$ cat src/rtl/score_pkg.sv
// Shared constants and helpers for the BCD score display: 7-segment font
// (active-high, {g,f,e,d,c,b,a}) and an MSD-first BCD magnitude compare.
package score_pkg;

    localparam int MAX_DIGITS = 8;

    localparam logic [6:0] SEG_BLANK = 7'h00;

    localparam logic [6:0] SEG_FONT [0:9] = '{
        7'h3F, 7'h06, 7'h5B, 7'h4F, 7'h66,
        7'h6D, 7'h7D, 7'h07, 7'h7F, 7'h6F
    };

    // Non-decimal nibbles never light anything.
    function automatic logic [6:0] bcd_to_seg(input logic [3:0] nib);
        logic [6:0] seg;
        seg = SEG_BLANK;
        if (nib <= 4'd9) seg = SEG_FONT[nib];
        return seg;
    endfunction

    // Operands are zero-extended to the widest supported score.
    function automatic logic bcd_gt(input logic [4*MAX_DIGITS-1:0] a,
                                    input logic [4*MAX_DIGITS-1:0] b);
        logic gt;
        logic done;
        gt   = 1'b0;
        done = 1'b0;
        for (int i = MAX_DIGITS - 1; i >= 0; i--) begin
            if (!done) begin
                if (a[4*i +: 4] > b[4*i +: 4]) begin
                    gt   = 1'b1;
                    done = 1'b1;
                end else if (a[4*i +: 4] < b[4*i +: 4]) begin
                    done = 1'b1;
                end
            end
        end
        return gt;
    endfunction

endpackage

$ cat src/rtl/bcd_digit.sv
// One decade of the score counter; carry_out is combinational so a whole
// chain of these ripples a single increment within one cycle.
module bcd_digit (
    input  logic       clk,
    input  logic       rst_n,
    input  logic       inc_in,
    input  logic       clr,
    input  logic       hold,
    output logic [3:0] value,
    output logic       carry_out
);

    assign carry_out = inc_in && (value == 4'd9);

    always_ff @(posedge clk or negedge rst_n) begin
        if (!rst_n) begin
            value <= 4'd0;
        end else if (clr) begin
            value <= 4'd0;
        end else if (inc_in && !hold) begin
            value <= (value >= 4'd9) ? 4'd0 : value + 4'd1;
        end
    end

endmodule

$ cat src/rtl/score_display.sv
// N-digit BCD score with multiplexed 7-segment scan, leading-zero blanking,
// wrap/saturate overflow and an optional high-score register (SCORE_HISCORE_EN).
module score_display
    import score_pkg::*;
#(
    parameter int NUM_DIGITS  = 2,
    parameter int REFRESH_DIV = 1,
    parameter int SATURATE    = 0
) (
    input  logic                    clk,
    input  logic                    rst_n,
    input  logic                    ena,
    input  logic                    invert,
    input  logic                    inc,
    input  logic                    clr,
    input  logic                    blank_lz,
    input  logic                    show_hi,
    output logic [6:0]              segments,
    output logic [NUM_DIGITS-1:0]   digits,
    output logic [4*NUM_DIGITS-1:0] score_bcd,
    output logic [4*NUM_DIGITS-1:0] hi_bcd,
    output logic                    overflow,
    output logic                    new_hi
);

    localparam int W     = 4 * NUM_DIGITS;
    localparam int IDX_W = (NUM_DIGITS > 1) ? $clog2(NUM_DIGITS) : 1;
    localparam logic [IDX_W-1:0] LAST_IDX = IDX_W'(NUM_DIGITS - 1);
    localparam logic [15:0]      PRE_LAST = 16'(REFRESH_DIV - 1);

    // carry[NUM_DIGITS] is high exactly when inc arrives at 10^N-1.
    logic [NUM_DIGITS:0] carry;
    logic                hold_all;

    assign carry[0] = inc;
    assign hold_all = (SATURATE != 0) && carry[NUM_DIGITS];

    for (genvar i = 0; i < NUM_DIGITS; i++) begin : g_digit
        bcd_digit u_digit (
            .clk       (clk),
            .rst_n     (rst_n),
            .inc_in    (carry[i]),
            .clr       (clr),
            .hold      (hold_all),
            .value     (score_bcd[4*i +: 4]),
            .carry_out (carry[i+1])
        );
    end

    always_ff @(posedge clk or negedge rst_n) begin
        if (!rst_n) overflow <= 1'b0;
        else        overflow <= carry[NUM_DIGITS] && !clr;
    end

`ifdef SCORE_HISCORE_EN
    logic [W-1:0] hi_q;
    logic         new_hi_q;

    always_ff @(posedge clk or negedge rst_n) begin
        if (!rst_n) begin
            hi_q     <= '0;
            new_hi_q <= 1'b0;
        end else if (clr && bcd_gt(32'(score_bcd), 32'(hi_q))) begin
            hi_q     <= score_bcd;
            new_hi_q <= 1'b1;
        end else begin
            new_hi_q <= 1'b0;
        end
    end

    assign hi_bcd = hi_q;
    assign new_hi = new_hi_q;
`else
    logic unused_show_hi;
    assign unused_show_hi = show_hi;
    assign hi_bcd         = '0;
    assign new_hi         = 1'b0;
`endif

    logic [15:0]      prescale;
    logic [IDX_W-1:0] idx;
    logic             terminal;

    assign terminal = (prescale == PRE_LAST);

    always_ff @(posedge clk or negedge rst_n) begin
        if (!rst_n) begin
            prescale <= 16'd0;
            idx      <= '0;
        end else begin
            prescale <= terminal ? 16'd0 : prescale + 16'd1;
            if (terminal) idx <= (idx == LAST_IDX) ? '0 : idx + 1'b1;
        end
    end

    logic [W-1:0]            shown;
    logic [3:0]              nib;
    logic                    zero_above;
    logic                    blank;
    logic [6:0]              seg_next;
    logic [NUM_DIGITS-1:0]   dig_next;

`ifdef SCORE_HISCORE_EN
    assign shown = show_hi ? hi_bcd : score_bcd;
`else
    assign shown = score_bcd;
`endif

    // A digit is a leading zero when it and every more significant nibble are 0.
    always_comb begin
        nib        = 4'd0;
        zero_above = 1'b1;
        dig_next   = '0;
        for (int i = 0; i < NUM_DIGITS; i++) begin
            dig_next[i] = (idx == IDX_W'(i));
            if (idx == IDX_W'(i)) nib = shown[4*i +: 4];
            if ((IDX_W'(i) >= idx) && (shown[4*i +: 4] != 4'd0)) zero_above = 1'b0;
        end
        blank    = blank_lz && (idx != '0) && zero_above;
        seg_next = (ena && !blank) ? bcd_to_seg(nib) : SEG_BLANK;
    end

    logic [6:0]            raw_seg;
    logic [NUM_DIGITS-1:0] raw_dig;

    always_ff @(posedge clk or negedge rst_n) begin
        if (!rst_n) begin
            raw_seg <= SEG_BLANK;
            raw_dig <= '0;
        end else begin
            raw_seg <= seg_next;
            raw_dig <= dig_next;
        end
    end

    assign segments = raw_seg ^ {7{invert}};
    assign digits   = raw_dig ^ {NUM_DIGITS{invert}};

endmodule
$ cat config.mk
export PLATFORM = sky130hd
export DESIGN_NAME = score_display
export DESIGN_NICKNAME = d
export VERILOG_FILES = /design/src/rtl/score_pkg.sv /design/src/rtl/bcd_digit.sv /design/src/rtl/score_display.sv
export SDC_FILE = /design/constraint.sdc
export NUM_CORES = 1
export LEC_CHECK = 0
export CAP_MARGIN = 25
export CORE_ASPECT_RATIO = 2
export CORE_MARGIN = 2
export CORE_UTILIZATION = 40
export DETAILED_ROUTE_END_ITERATION = 8
export PLACE_DENSITY_LB_ADDON = 0.15
export SYNTH_ARGS = -nofsm -noshare
export SYNTH_HDL_FRONTEND = slang
export SYNTH_SLANG_ARGS = --single-unit
$ cat constraint.sdc
create_clock -name clk -period 2 [get_ports clk]
set_input_delay 0.2 -clock clk [delete_from_list [all_inputs] [get_ports clk]]
set_output_delay 0.2 -clock clk [all_outputs]
set_load 0.01 [all_outputs]
After elaboration in Yosys (flattened, before gate mapping):

Memories as Yosys holds them, arrays and structs flattened.
Cells that the tools add are included.

* add/subtract/negate cells: 4
* bitwise operators: 4
* order comparisons: 6
* muxes and demuxes: 15
* equal/unequal tests: 2
* reduce and logical (&&, ||, !) cells: 15

Operator list (count)
* two-way mux 4 bit: 7
* two-way mux 7 bit: 4
* adder 16 x 1 -> 16 bit (second input constant): 1
* zero test 16 bit: 1
* two-way mux 16 bit: 1
* adder 4 x 1 -> 4 bit (second input constant): 2
* equality test 4 bit (second input constant): 2
* >= comparator 4 bit (second input constant): 2
* logical AND 1 bit: 8
* nonzero test 4 bit: 2
* XOR 7 bit: 1
* >= comparator 5 bit (second input constant): 1
* NOT 4 -> 5 bit: 1
* <= comparator 4 bit (second input constant): 1
* nonzero test 2 bit: 2
* two-way mux 1 bit: 3
* >= comparator 1 bit (first input constant): 2
* zero test 1 bit: 2
* XOR 2 bit: 1
* adder 1 bit (second input constant): 1
* NOT 1 bit: 1

* register bits: 35
* bits in read-only memories: 112
* output and inout bits: 27
* memories: 1

Memory list
* (no name shown): depth 16, bits a word 7, read ports 1, clocked after memory_dff 0, wr ports 0, line score_pkg.sv:18 `if (nib <= 4'd9) seg = SEG_FONT[nib];`

Depth between registers and ports, before layout:

Gate-level depths: netlist of the first run.

* word-level depth: 8
* mapped depth: 7

Modules after synthesis:

From an unflattened synthesis of the first run, not the netlist that was laid out.

* cells, all modules: 193
* area, all modules: 2043.2 sq um

Modules (own cells, without submodules)
* score_display: cells each 135, times used 1, sequential area each 675.6 sq um, area an instance 1487.7 sq um
* bcd_digit: cells each 29, times used 2, sequential area each 100.1 sq um, area an instance 277.8 sq um

Worst setup path before layout of the first run:

No wires, ideal clock.

* path type: register to register
* start point: register idx
* end point: register raw_seg[4]
* library setup time: 0.151 ns
* cell stages (with the launch flop): 8
* slack: 0.106 ns
* data arrival time: 1.743 ns
* path through: dfrtp_1 -> buf_6 -> mux2i_1 -> inv_1 -> ha_1 -> or2_2 -> a21oi_2 -> nor4_1

* cells in the longest elaborated chain, start to end: 8
* elaborated cells on any way between the ends: 18
* those cells by class: 3 x order compare; 7 x mux; 1 x bitwise; 6 x reduce/logical; 1 x memory

Ends and longest elaborated chain
* from (decl): line score_display.sv:81 `logic [IDX_W-1:0] idx;`
* from (signal assigned): line score_display.sv:92 `if (terminal) idx <= (idx == LAST_IDX) ? '0 : idx + 1'b1;`
* parallel branches: the longest is 7 deep, another holds memory (16 x 7 bit)
* two-way mux 7 bit *: line score_display.sv:120 `seg_next = (ena && !blank) ? bcd_to_seg(nib) : SEG_BLANK;`
* via seg_next[4]: line score_display.sv:100 `logic [6:0] seg_next;`
* to (signal assigned): line score_display.sv:131 `raw_seg <= seg_next;`
* to (decl): line score_display.sv:123 `logic [6:0] raw_seg;`

Mark *: on every way through the listed nets, which the timed path passes. The select of a mux whose other input is x is not followed.
A chain may end at the register's enable or synchronous reset.

Worst setup path after layout of the first run:

* start point: register g_digit[1].u_digit.value[0]
* end point: register g_digit[1].u_digit.value[2]

* cells in the longest elaborated chain, start to end: 4
* elaborated cells on any way between the ends: 5
* those cells by class: 1 x add/sub; 1 x order compare; 3 x mux

Ends and longest elaborated chain
* from (decl): line bcd_digit.sv:9 `output logic [3:0] value,`
* from (signal assigned): line bcd_digit.sv:21 `value <= (value >= 4'd9) ? 4'd0 : value + 4'd1;`
* adder 4 x 1 -> 4 bit or >= comparator 4 bit (tied branches): line bcd_digit.sv:21
* two-way mux 4 bit *: line bcd_digit.sv:21
* two-way mux 4 bit *: line bcd_digit.sv:20 `end else if (inc_in && !hold) begin`
* two-way mux 4 bit *: line bcd_digit.sv:18 `end else if (clr) begin`

Every way passes the cells marked *; elsewhere a longest branch is shown, timed or not. The select of a mux whose other input is x is not followed.

==> reports/results.tsv, run 1 <==
metric	value	unit
status	finished clean	
min-delay worst type	input port to asynchronous set/reset pin	
Clk pwr share	41.7	%
Worst setup EP type	register	
Pre-antenna DRT Iters	4	
PwrDens	599.9	nW/um2
number of diodes	0	
register area share after synthesis	42.14	%
Row Count	37	
Cells after Synth	194	
Routed Antenna Nets	0	
share of Yosys cell area claimed by the top area cell type	42.14	%
Mean Syn Cell Area	10.71	um2
Final Instance Area	2550	um2
Clk pin slew, worst setup/hold paths	80	ps
post-CTS sizing	0	
detailed-route via count	1482	
Detailed Route WL	4.111	mm
Layout Skew	13.83	ps
sw power	356.1	uW
commonest cells in the synthesized netlist	35 x dfrtp_1, 18 x xor2_1, 16 x inv_1, 15 x ha_1, 9 x buf_4	
TritonCTS sink count	35	
clock tree buffer depth	2	
final hold slack	322.5	ps
Peak Freq	0.5573	GHz
WP data required	2230	ps
Comb pwr share	10.8	%
number of buffers created by CTS	5	
Final Max Slew Viols	0	
max-cap violation count	0	
IO Pins	35	
H-tree levels	2	
sequential power share	47.5	%
vias in the first global route	1510	
Area after DPL	2437	um2
P_int	1174	uW
wire per inst	14.13	um
DRC	0	
critical path arrival	2020	ps
Vias/cell	5.093	
Post-CTS Setup Inserts	0	
Yosys reg bits	35	
antenna violations before repair	0	
RSZ-0062 raised after global routing	no	
top cells by area, synth	dfrtp_1 42%, ha_1 9.0%, xor2_1 7.6%	
Yosys top cell by area	dfrtp_1	
fin crit period	1794	ps
final worst-path cycle share	89.72	%
Final Hold Vio Count	0	
Power Total	1530	uW
maximum number of pins on one net before global-route repair	36	
fraction of registers with async set/reset	100.0	%
CTS root buffer	clkbuf_8	
NumNets Final	255	
Post-synth EDFFs	0	
CTS tree	done	
GRT overflow	0	
kind of critical path	register to register	
crit-path max FO	7	
initial DRC count	28	
Mapped Area	2078	um2
Most used DFF post-synth	dfrtp_1	
die height	105.9	um
switching share of power	23.28	%
Syn-to-layout area delta	22.70	%
Cell variety after synth	45	
PortBufs	24	
gpl congestion	0.7286	
# hold bufs at CTS	0	
global-route wire length before repair	6.969	mm
die area	5823	um2
HPWL after DPL	3.192	mm
leak pwr	0.001213	uW
Syn. warnings	0	
layout cells sized above 1	14.59	%
Die W	54.97	um
Total GRT Usage	16.79	%
final setup TNS	0	ps
Peak VDD IR	0.3597	mV
crit start category	register	
endpoints failing setup	0	
core region area	5092	um2
Starting Density	40.81	%
Skew-Pair Late Insertion Delay	290	ps
most frequent cell after synthesis	dfrtp_1	
[registers in the layout, indices dropped and copies added, names as in the netlist]
name / cells
raw_seg: 7
overflow: 1
prescale: 16
raw_dig: 2
idx: 1
g_digit.u_digit.value: 8
[critical path: stages, from the launching register on]
cell,delay [ps]
dfrtp_1,400
buf_4,170
ha_1,220
or3b_4,440
a2111oi_4,350
a211o_1,150
[path summary, 6_finish.rpt]
kind / slack (ps) / to / from / cells past startpoint
setup / recovery: 210 / g_digit[1].u_digit.value[2] / g_digit[1].u_digit.value[0] / 5
hold / removal: 320 / prescale[0] / rst_n / 2
setup reg to reg: 210 / g_digit[1].u_digit.value[2] / g_digit[1].u_digit.value[0] / 5
hold reg to reg: 470 / prescale[15] / prescale[15] / 1
max in group asynchronous: 1360 / prescale[15] / rst_n / 2
min in group clk: 470 / prescale[15] / prescale[15] / 1
[per-stage QoR]
stage	instances	util, %	setup slack [ps]
after floorplan	202	-	106.5
after global placement	283	47.86	233.8
after detailed placement	283	47.86	213.0
after CTS	291	50.07	195.9
after global routing	291	50.07	122.4
final	291	50.07	205.6
[final cells by class]
type                       instances  area, um2
clock inverter                     3      43.79
fill                             501       2542
clock buffer                       5      68.82
timing repair buffer              38      357.8
multi-input combinational        136       1071
inverter                          16      60.06
sequential                        35      875.8
tap                               58      72.57
[per-layer routing]
metal	wire (um)	share of wire [%]	global-route usage (%)
met4	94	2.3	7.840
met1	1473	36	16.08
met5	0	0	0
met3	109	2.7	3.511
met2	2434	59	31.12
[kinds of logic after synthesis]
group                      after synthesis  share of synthesized area, %
and+or+nand+nor                         55                         15.35
DFF                                     35                         42.14
buffers and inverters                   31                         7.766
AOI/OAI and AO/OA                       25                         10.42
xor gates and xnor gates                24                         10.11
adders and majority gates               15                         9.031
muxes                                    8                         4.997
other                                    1                        0.1804
[cell usage in the layout (no fill, tap or decap), types with 2 or more instances in the layout]
master | synthesis | routed
xnor2_1 | 6 | 6
buf_4 | 9 | 13
a211oi_1 | 5 | 5
inv_1 | 16 | 16
mux2_4 | 2 | 2
nor4b_1 | 2 | 2
nor3b_1 | 2 | 2
clkbuf_8 | 0 | 5
xor2_1 | 18 | 18
nor4_1 | 8 | 8
ha_1 | 15 | 15
nand4_1 | 3 | 3
nand3_1 | 6 | 6
a21oi_1 | 6 | 6
nor3_1 | 7 | 7
mux2i_1 | 4 | 4
a211o_1 | 2 | 2
nand2b_1 | 4 | 4
dfrtp_1 | 35 | 35
o211ai_1 | 2 | 2
nand2_1 | 7 | 7
or2_2 | 2 | 2
conb_1 | 1 | 9
clkdlybuf4s50_1 | 0 | 24
nor2b_1 | 2 | 2
nor2_1 | 7 | 7
[power groups by stage]
stage | logic, uW | registers (uW) | clock network [uW]
finish | 165 | 727 | 638
global route | 182 | 729 | 683
CTS | 169 | 728 | 656
detailed placement | 169 | 742 | 0
global placement | 167 | 741 | 0
floorplan | 78.5 | 744 | 0
Power figures use the tool's default switching activity.
==> run 2, diff against run 1 <==
Settings changed: SKIP_LAST_GASP from default to 1.
==> results of run 2 <==
The final DEF is identical to that of run 1; final timing and power are the same.
